<file path="src/rtl/mips_cpu_pkg.sv">
// Shared definitions for the multi-cycle MIPS control sequencer: state
// encoding, opcode/funccode values and the select encodings for the bus
// address and the PC source.
package mips_cpu_pkg;

  typedef enum logic [2:0] {
    FETCH  = 3'd0,
    DECODE = 3'd1,
    EXEC   = 3'd2,
    MEM    = 3'd3,
    WB     = 3'd4,
    HALTED = 3'd5
  } state_t;

  // Primary opcodes (IW[31:26])
  localparam logic [5:0] OP_RTYPE  = 6'b000000;
  localparam logic [5:0] OP_REGIMM = 6'b000001;
  localparam logic [5:0] OP_J      = 6'b000010;
  localparam logic [5:0] OP_JAL    = 6'b000011;
  localparam logic [5:0] OP_BEQ    = 6'b000100;
  localparam logic [5:0] OP_BNE    = 6'b000101;
  localparam logic [5:0] OP_ADDIU  = 6'b001001;
  localparam logic [5:0] OP_LUI    = 6'b001111;
  localparam logic [5:0] OP_LB     = 6'b100000;
  localparam logic [5:0] OP_LWR    = 6'b100110;
  localparam logic [5:0] OP_SB     = 6'b101000;
  localparam logic [5:0] OP_SH     = 6'b101001;
  localparam logic [5:0] OP_SW     = 6'b101011;

  // R-type function codes (IW[5:0]) that do not write the register file
  localparam logic [5:0] FN_JR     = 6'b001000;
  localparam logic [5:0] FN_MTHI   = 6'b010001;
  localparam logic [5:0] FN_MTLO   = 6'b010011;
  localparam logic [5:0] FN_MULT   = 6'b011000;
  localparam logic [5:0] FN_DIVU   = 6'b011011;

  // REGIMM rt field values for the linking branches
  localparam logic [4:0] RT_BLTZAL = 5'b10000;
  localparam logic [4:0] RT_BGEZAL = 5'b10001;

  // PC source select
  localparam logic PC_SRC_SEQ    = 1'b0;  // PC + 4
  localparam logic PC_SRC_TARGET = 1'b1;  // latched branch/jump target

  // Bus address select
  localparam logic ADDR_SEL_PC  = 1'b0;
  localparam logic ADDR_SEL_ALU = 1'b1;

endpackage : mips_cpu_pkg

</file>
<file path="src/rtl/mips_cpu_ctrl_class.sv">
// Combinational instruction classifier: tells the sequencer whether the
// latched instruction needs a data-memory phase and/or a register write-back.
module mips_cpu_ctrl_class
  import mips_cpu_pkg::*;
(
  input  logic [5:0] i_opcode,
  input  logic [5:0] i_funccode,
  input  logic [4:0] i_rt,
  output logic       o_is_load,
  output logic       o_is_store,
  output logic       o_writes_reg
);

  // Decode memory class and write-back need from the instruction fields
  always_comb begin
    // NOTE: every output gets a default before the case so no path can leave one unassigned and infer a latch.
    o_is_load    = (i_opcode >= OP_LB) && (i_opcode <= OP_LWR);
    o_is_store   = (i_opcode == OP_SB) || (i_opcode == OP_SH) || (i_opcode == OP_SW);
    o_writes_reg = 1'b0;

    case (i_opcode)
      OP_RTYPE: begin
        // HI/LO movers, multiply/divide and JR leave the register file alone
        o_writes_reg = !((i_funccode == FN_JR)   ||
                         (i_funccode == FN_MTHI) ||
                         (i_funccode == FN_MTLO) ||
                         ((i_funccode >= FN_MULT) && (i_funccode <= FN_DIVU)));
      end
      OP_REGIMM: begin
        // Linking branches write $ra whether or not the branch is taken
        o_writes_reg = (i_rt == RT_BLTZAL) || (i_rt == RT_BGEZAL);
      end
      OP_JAL: begin
        o_writes_reg = 1'b1;
      end
      default: begin
        o_writes_reg = (i_opcode >= OP_ADDIU) && (i_opcode <= OP_LUI);
      end
    endcase
  end

endmodule : mips_cpu_ctrl_class

</file>
<file path="src/rtl/mips_cpu_ctrl_fsm.sv">
// Multi-cycle control sequencer: walks each instruction through
// FETCH/DECODE/EXEC/MEM/WB, runs the memory-bus handshake, produces the
// IR/PC/register-file strobes and tracks the branch delay slot.
module mips_cpu_ctrl_fsm
  import mips_cpu_pkg::*;
#(
  // Informational; the PC register owns the real reset value.
  parameter logic [31:0] RESET_VECTOR = 32'hBFC0_0000
) (
  input  logic       clk,
  input  logic       reset_n,
  input  logic       waitrequest,
  input  logic       pc_is_zero,
  input  logic [5:0] opcode,
  input  logic [5:0] funccode,
  input  logic [4:0] rt,
  input  logic       is_branch,
  input  logic       is_jump,
  input  logic       cond_met,
  output logic [2:0] state,
  output logic       active,
  output logic       mem_read,
  output logic       mem_write,
  output logic       addr_sel,
  output logic       ir_write,
  output logic       pc_write,
  output logic       pc_src,
  output logic       target_load,
  output logic       reg_write
);

  // A misaligned reset vector would fetch garbage forever; reject it early.
  if (RESET_VECTOR[1:0] != 2'b00) begin : g_bad_reset_vector
    $error("RESET_VECTOR must be word aligned");
  end

  state_t r_state;
  state_t w_state_nxt;
  logic   r_delay_pending;
  logic   w_delay_nxt;
  logic   w_is_load;
  logic   w_is_store;
  logic   w_writes_reg;
  logic   w_redirect;

  mips_cpu_ctrl_class u_class (
    .i_opcode     (opcode),
    .i_funccode   (funccode),
    .i_rt         (rt),
    .o_is_load    (w_is_load),
    .o_is_store   (w_is_store),
    .o_writes_reg (w_writes_reg)
  );

  assign w_redirect = is_jump || (is_branch && cond_met);
  assign state      = r_state;

  // State register and delay-slot flag
  always_ff @(posedge clk or negedge reset_n) begin
    // NOTE: sequential state uses non-blocking assignments so every flop samples pre-edge values.
    if (!reset_n) begin
      r_state         <= FETCH;
      r_delay_pending <= 1'b0;
    end else begin
      r_state         <= w_state_nxt;
      r_delay_pending <= w_delay_nxt;
    end
  end

  // Next-state and strobe decode from the registered state
  always_comb begin
    w_state_nxt = r_state;
    w_delay_nxt = r_delay_pending;
    active      = 1'b1;
    mem_read    = 1'b0;
    mem_write   = 1'b0;
    addr_sel    = ADDR_SEL_PC;
    ir_write    = 1'b0;
    pc_write    = 1'b0;
    pc_src      = PC_SRC_SEQ;
    target_load = 1'b0;
    reg_write   = 1'b0;

    case (r_state)
      FETCH: begin
        if (pc_is_zero) begin
          // PC reached the halt address: stop without touching the bus
          w_state_nxt = HALTED;
        end else begin
          mem_read = 1'b1;
          addr_sel = ADDR_SEL_PC;
          if (!waitrequest) begin
            ir_write    = 1'b1;
            w_state_nxt = DECODE;
          end
        end
      end

      DECODE: begin
        w_state_nxt = EXEC;
      end

      EXEC: begin
        pc_write = 1'b1;
        pc_src   = r_delay_pending ? PC_SRC_TARGET : PC_SRC_SEQ;
        if (r_delay_pending) begin
          // Delay-slot instruction: apply the pending target, ignore any
          // redirect of its own
          w_delay_nxt = 1'b0;
        end else if (w_redirect) begin
          target_load = 1'b1;
          w_delay_nxt = 1'b1;
        end

        if (w_is_load || w_is_store) begin
          w_state_nxt = MEM;
        end else if (w_writes_reg) begin
          w_state_nxt = WB;
        end else begin
          w_state_nxt = FETCH;
        end
      end

      MEM: begin
        addr_sel  = ADDR_SEL_ALU;
        mem_read  = w_is_load;
        mem_write = w_is_store && !w_is_load;
        if (!waitrequest) begin
          w_state_nxt = w_is_load ? WB : FETCH;
        end
      end

      WB: begin
        reg_write   = 1'b1;
        w_state_nxt = FETCH;
      end

      HALTED: begin
        active      = 1'b0;
        w_state_nxt = HALTED;
      end

      default: begin
        w_state_nxt = FETCH;
      end
    endcase

    // The registered state is already FETCH during reset, so the FETCH decode
    // above would raise mem_read/ir_write; hold every strobe low instead.
    if (!reset_n) begin
      active      = 1'b1;
      mem_read    = 1'b0;
      mem_write   = 1'b0;
      addr_sel    = ADDR_SEL_PC;
      ir_write    = 1'b0;
      pc_write    = 1'b0;
      pc_src      = PC_SRC_SEQ;
      target_load = 1'b0;
      reg_write   = 1'b0;
    end
  end

  // The bus never sees a read and a write together
  a_rw_exclusive : assert property (@(posedge clk) disable iff (!reset_n)
    !(mem_read && mem_write));

  // Register writes only ever come from the write-back state
  a_wb_only : assert property (@(posedge clk) disable iff (!reset_n)
    reg_write |-> (r_state == WB));

endmodule : mips_cpu_ctrl_fsm
</file>
<file path="config.mk">
export PLATFORM = sky130hd
export DESIGN_NAME = mips_cpu_ctrl_fsm
export DESIGN_NICKNAME = d
export VERILOG_FILES = /design/src/rtl/mips_cpu_pkg.sv /design/src/rtl/mips_cpu_ctrl_class.sv /design/src/rtl/mips_cpu_ctrl_fsm.sv
export SDC_FILE = /design/constraint.sdc
export NUM_CORES = 1
export LEC_CHECK = 0
export CAP_MARGIN = 10
export CELL_PAD_IN_SITES_DETAIL_PLACEMENT = 1
export CELL_PAD_IN_SITES_GLOBAL_PLACEMENT = 2
export CORE_MARGIN = 8
export CORE_UTILIZATION = 15
export CTS_CLUSTER_DIAMETER = 200
export CTS_CLUSTER_SIZE = 12
export DETAILED_ROUTE_END_ITERATION = 12
export PLACE_DENSITY_LB_ADDON = 0.1
export SLEW_MARGIN = 25
export SYNTH_ARGS = -nofsm -noshare
export SYNTH_HDL_FRONTEND = slang
export SYNTH_SLANG_ARGS = --single-unit
</file>
<file path="constraint.sdc">
create_clock -name clk -period 1.6 [get_ports clk]
set_clock_uncertainty 0.1 [all_clocks]
set_input_delay 0.24 -clock clk [delete_from_list [all_inputs] [get_ports clk]]
set_output_delay 0.24 -clock clk [all_outputs]
set_load 0.02 [all_outputs]
</file>
==> flow_summary.toml, run 1 <==
[outcome]
outcome = "finished, violations left"
failed_checks = "setup timing"

[yosys]
post-synth-top-area-cell = "sky130_fd_sc_hd__dfrtp_1"
postSynth.asyncResetShare_pct = 100
syn_avg_cell_area_um2 = 7.88
ys_dominant_reg_cell = "sky130_fd_sc_hd__dfrtp_1"
synth_seq_area_share_pct = 22.3
synth-seq-cells = 4
post-synth-top-area-fraction_pct = 22.3
synth.area.top_cells = "sky130_fd_sc_hd__dfrtp_1 (22%), sky130_fd_sc_hd__nor2_1 (5.8%), sky130_fd_sc_hd__and3_1 (4.2%)"
synth_cell_types = 33
yosys.cell_count.top_type = "sky130_fd_sc_hd__nor2_1"
synth_enable_flop_cells = 0
netlist_area_pre_place_um2 = 449
synth_warnings = 0
postSynthCellCount = 57
synth.net_count = 81
synth_commonest_cells = "sky130_fd_sc_hd__nor2_1 (7), sky130_fd_sc_hd__nand2_1 (5), sky130_fd_sc_hd__dfrtp_1 (4)"

[grt]
gr-usage-met3_pct = 2.82
grt_max_degree = 7
grt_overflow = 0
global_route.usage.met2_pct = 16.4
grt_pass1_wl_um = 3640
track_usage_pct = 8.84
gr-max-usage-layer = "met2"
grt_antenna_before_repair = 0
grt_pass1_vias = 807
grt_use_met1_pct = 9.15

[place]
detailedPlace.worstSlack_ns = -0.655
post_dp_cell_area_mm2 = 0.00106
placedCellCount = 149
routabilityCongestion = 0.755
port_buffers = 34
dp_hpwl_um = 1770

[clock_tree]
clk_latency_ns = 0.23
clock_tree.buffer_depth = 2
cts-buffers-inserted = 3
numClockSinks = 4
clk_pin_slew_worst_setup_hold_paths_ns = 0.04
tritoncts = "done"
cts_htree_levels = 1
clock_tree.root_cell = "sky130_fd_sc_hd__clkbuf_4"

[route]
drt_drc_violations_left = 0
drt-total-wl_um = 2190
drt_iter0_drc = 13
drt-vias-per-instance = 4.44
detailedRoute.firstPassIterationCount = 4
drt-wirelength-per-cell_um = 13.5
antenna_left = 0
via_count = 720

[floorplanning]
top_level_ports = 36
core_region_area_mm2 = 0.00295
starting_utilization_of_the_core_area_pct = 15.2
die_footprint_mm2 = 0.00500
rows = 20
die_x_um = 70.7
dieHeight_um = 70.7

[sta]
post-route-worst-setup-slack_ns = -0.125
final.period_utilization_pct = 108
hold_viol = 0
maxClockFrequency_ghz = 0.580
final.hold.worst_slack_ns = 0.452
setup_tns_ns = -0.425
unrepaired_setup_endpoints_after_global_routing = "true"
max-slew-margin-rel_pct = 75.8
finalCriticalPeriod_ns = 1.73
setup_viol = 5
transition_time_at_the_pin_with_the_least_slew_margin_ns = 0.359
report.final.slew_viol_count = 0

[critical_path]
timing_worst_setup_path_type = "reg2out"
timing.critical_path.from_type = "register"
timing.critical_path.required_ns = 1.26
critPathCaptureType = "output port"
timing.critical_path.arrival_ns = 1.39
reg2reg_slack_ns = 0.04
cp_max_fo = 5

[power_and_ir_drop]
ir_drop_v = 0.000247
power_per_unit_of_standard_cell_area_mw_per_mm2 = 1120
power_leakage_nw = 0.564
totalPowerFinal_mw = 1.36

[finish]
layout.nets = 155
area.growth.synth_to_final_pct = 171
finalNonFillerCells = 162
final_core_util_pct = 41.3
finalInstanceArea_mm2 = 0.00122
n_antenna_cell = 0
post_route_cells_drive_above_1_share_pct = 55.0

[flow_run]
drv.max_cap_violation_count = 0

[worst_hold_path]
timing.hold.worst.class = "reg2reg"
==> flip-flops by register name (all words and copies together), names as in the netlist <==
register / cells
state: 3
r_delay_pending: 1
==> layout make-up <==
cell class	count	area, µm²
inverter	2	7.51
multi-input combinational	49	435
clock buffer	3	22.5
sequential	4	103
tap	33	41.3
timing repair buffer	71	609
fill	364	1730
==> cells by family (layout without fill, tap and decap cells) <==
group	count (synthesis)	in the layout	share of synthesized area (%)
flip-flops	4	4	22.3
AND/OR/NAND/NOR	35	35	48.7
multiplexers	1	1	2.23
AO/OA/AOI/OAI	13	13	22.8
buffers and inverters	4	76	3.90
==> layout by cell type (no fill, tap or decap), types with 3 or more instances in the layout <==
cell type                          n
sky130_fd_sc_hd__clkbuf_4          3
sky130_fd_sc_hd__buf_4            35
sky130_fd_sc_hd__dlygate4sd2_1    10
sky130_fd_sc_hd__clkdlybuf4s50_1  15
sky130_fd_sc_hd__nand2_1           5
sky130_fd_sc_hd__nor2_1            5
sky130_fd_sc_hd__o21ai_0           3
sky130_fd_sc_hd__nand2b_4          3
sky130_fd_sc_hd__buf_6             7
==> worst paths after layout <==
| kind | startpoint | endpoint | depth (start not counted) |
|---|---|---|---|
| worst max-delay path | state[0]$_DFFE_PN0P_ | target_load | 5 |
| min in group asynchronous | reset_n | r_delay_pending$_DFFE_PN0N_ | 3 |
| worst max register to register | state[0]$_DFFE_PN0P_ | state[0]$_DFFE_PN0P_ | 6 |
| max in group asynchronous | reset_n | state[0]$_DFFE_PN0P_ | 3 |
| worst min register to register | r_delay_pending$_DFFE_PN0N_ | r_delay_pending$_DFFE_PN0N_ | 1 |
| worst min-delay path | r_delay_pending$_DFFE_PN0N_ | r_delay_pending$_DFFE_PN0N_ | 1 |
==> worst max-delay path: stages, from the launching register on <==
cell	delay [ns]
sky130_fd_sc_hd__dfrtp_2	0.43
sky130_fd_sc_hd__nand2b_4	0.16
sky130_fd_sc_hd__nor2_4	0.10
sky130_fd_sc_hd__and2_4	0.15
sky130_fd_sc_hd__nor3b_4	0.17
sky130_fd_sc_hd__buf_6	0.14
==> per-layer routing <==
| layer | routed length (µm) | share of wire (%) |
|---|---|---|
| met2 | 1110 | 51 |
| met3 | 138 | 6.3 |
| met4 | 22 | 1.0 |
| met1 | 917 | 42 |
| met5 | 0 | 0 |
==> report_power, final <==
| group | internal, mW | switching, mW | total [mW] |
|---|---|---|---|
| clock | 0.0838 | 0.0394 | 0.123 |
| combinational | 0.572 | 0.444 | 1.02 |
| sequential | 0.156 | 0.0675 | 0.224 |
==> repair_timing <==
action,4_1_cts,5_1_grt
endpoints found under the hold margin,4,0
buffers inserted,7,2
hold buffers,2,0
resized for setup,67,6
pin swaps,4,5
setup endpoints to repair,13,10
No activity file was read; power rests on OpenSTA's default activity.
==> inputs of run 2 (changes only) <==
CAP_MARGIN = not set   (was 10)
HOLD_SLACK_MARGIN = 0.06   (was not set)
SETUP_SLACK_MARGIN = 0.4   (was not set)
==> run 2 against run 1 <==
  * Wire length up 8.7%
  * Setup slack worse by 0.035 ns
  * Maximum frequency down 2.0%
  * Sequential share of layout area down 0.65 points
  * Clock power up 16%
  * Sequential cell count unchanged
  * Clock-buffer cell count up 1
  * The flow still finishes with violations (setup timing)
  * First-iteration DRC count up 62%
==> flow_summary.toml, run 2 (synthesized netlist as in run 1, its figures left out) <==
[finish]
mostFrequentLayoutCell = "sky130_fd_sc_hd__buf_4"
multi_input_area_um2 = 464
area.growth.synth_to_final_pct = 198
post_route_cells_drive_above_1_share_pct = 63.4
layout.cells.most_common_list = "sky130_fd_sc_hd__buf_4 (33), sky130_fd_sc_hd__buf_6 (18), sky130_fd_sc_hd__clkdlybuf4s50_1 (15)"
num-fill-cells = 337
n_antenna_cell = 0
layout.nets = 159
layout.area.seq_um2 = 104
largest_register_ffs = 3

[route]
antenna_left = 0
drt-total-wl_um = 2380
drt_iter0_drc = 21
via_count = 749
detailedRoute.firstPassIterationCount = 4
drt-vias-per-instance = 4.49
drt-wirelength-per-cell_um = 14.2
drt_drc_violations_left = 0

[clock_tree]
cts-buffers-inserted = 3
numClockSinks = 4
tritoncts = "done"
clock_tree.buffer_depth = 2
clk_latency_ns = 0.25
cts_htree_levels = 1
clock_tree.root_cell = "sky130_fd_sc_hd__clkbuf_4"
clk_pin_slew_worst_setup_hold_paths_ns = 0.04

[floorplanning]
dieHeight_um = 70.7
starting_utilization_of_the_core_area_pct = 15.2
core_region_area_mm2 = 0.00295
die_x_um = 70.7
die_footprint_mm2 = 0.00500
rows = 20
top_level_ports = 36

[grt]
grt_pass1_vias = 811
grt_overflow = 0
grt_max_degree = 7
grt_use_met1_pct = 9.81
gr-max-usage-layer = "met2"
grt_antenna_before_repair = 0
gr-usage-met3_pct = 3.95
global_route.usage.met2_pct = 17.1
grt_pass1_wl_um = 3860
track_usage_pct = 9.69

[sta]
max-slew-margin-rel_pct = 75.1
transition_time_at_the_pin_with_the_least_slew_margin_ns = 0.369
setup_viol = 10
post-route-worst-setup-slack_ns = -0.160
hold_viol = 0
unrepaired_setup_endpoints_after_global_routing = "true"
final.period_utilization_pct = 110
finalCriticalPeriod_ns = 1.76
report.final.slew_viol_count = 0
maxClockFrequency_ghz = 0.568

[power_and_ir_drop]
totalPowerFinal_mw = 1.65
power_per_unit_of_standard_cell_area_mw_per_mm2 = 1230
power_leakage_nw = 0.605
ir_drop_v = 0.000298

[worst_hold_path]
timing.hold.worst.class = "in2async"

[critical_path]
critical_path.max_stage_delay_ns = 0.45
timing.critical_path.from_type = "register"
crit_path_top_delay_cell = "sky130_fd_sc_hd__dfrtp_2"
crit_start = "state[0]$_DFFE_PN0P_"
critPathCaptureType = "output port"
reg2reg_slack_ns = -0.03
r2r-start = "state[1]$_DFFE_PN0P_"
timing.critical_path.arrival_ns = 1.42
timing.critical_path.required_ns = 1.26
worstPathCellList = "nand2b_4, nor2_4, and2_4, nor3b_4, buf_6"
cp_max_fo = 5
timing_worst_setup_path_type = "reg2out"

[place]
detailedPlace.worstSlack_ns = -0.645
dp_hpwl_um = 1850
port_buffers = 34
routabilityCongestion = 0.786

[outcome]
outcome = "finished, violations left"
failed_checks = "setup timing"

[flow_run]
drv.max_cap_violation_count = 0
run 2: cell types whose count changed in the layout (fill, tap and decap cells not counted), moves of 2 or more:
cell	delta
sky130_fd_sc_hd__nand2_1	-2
sky130_fd_sc_hd__buf_2	-2
sky130_fd_sc_hd__dlygate4sd2_1	-3
sky130_fd_sc_hd__buf_6	+11
sky130_fd_sc_hd__buf_4	-2
run 2: timing repair:
action / 4_1_cts / 5_1_grt
resized for setup: 86 / 11
setup buffers: 9 / 5
pin swaps: 8 / 2
hold buffers: 1 / 0
endpoints found under the setup margin: 16 / 16
endpoints found under the hold margin: 1 / 0
run 2: cell type report:
cell class              instances  share of cell area, %
flip-flops and latches          4                   7.76
repair buffers                 75                   51.7
clock buffers                   4                   1.96
well taps                      33                   3.09
inverters                       2                  0.748
multi-input cells              49                   34.7
run 2: per-layer routing:
layer / vias up / wire [µm] / share of wire (%)
met5: - / 0 / 0
met4: 0 / 34 / 1.4
met3: 2 / 170 / 7.2
met2: 32 / 1230 / 52
met1: 347 / 942 / 40
li1: 368 / - / -
run 2: final timing paths:
kind / endpoint / cells past startpoint
min reg2reg: r_delay_pending$_DFFE_PN0N_ / 1
max: target_load / 5
min in group clk: state[2]$_DFFE_PN0P_ / 3
max in group asynchronous: r_delay_pending$_DFFE_PN0N_ / 2
max reg2reg: state[2]$_DFFE_PN0P_ / 7
min: state[0]$_DFFE_PN0P_ / 2
run 2: per-stage QoR:
stage,setup TNS (ns),instance area [µm²],hold slack [ns],instances,util (%)
finish,-0.784,1340,0.133,167,45.3
global route,-1.46,1340,0.164,167,45.3
CTS,-0.930,1280,0.115,162,43.3
detailed placement,-5.37,1090,0.394,148,36.9
global placement,-5.12,1090,0.382,148,36.9
floorplan,-0.0735,537,-0.156,57,-
run 2: power breakdown:
group | total, mW | switching (mW) | internal (mW)
combinational | 1.25 | 0.493 | 0.756
sequential | 0.256 | 0.0981 | 0.158
clock | 0.143 | 0.0493 | 0.0941
total | 1.65 | 0.640 | 1.01
run 2: critical path: cells and delay by family (launching register included):
family        cells  cell delay [ns]
flops             1             0.45
buf+inv           1             0.14
simple gates      4             0.59
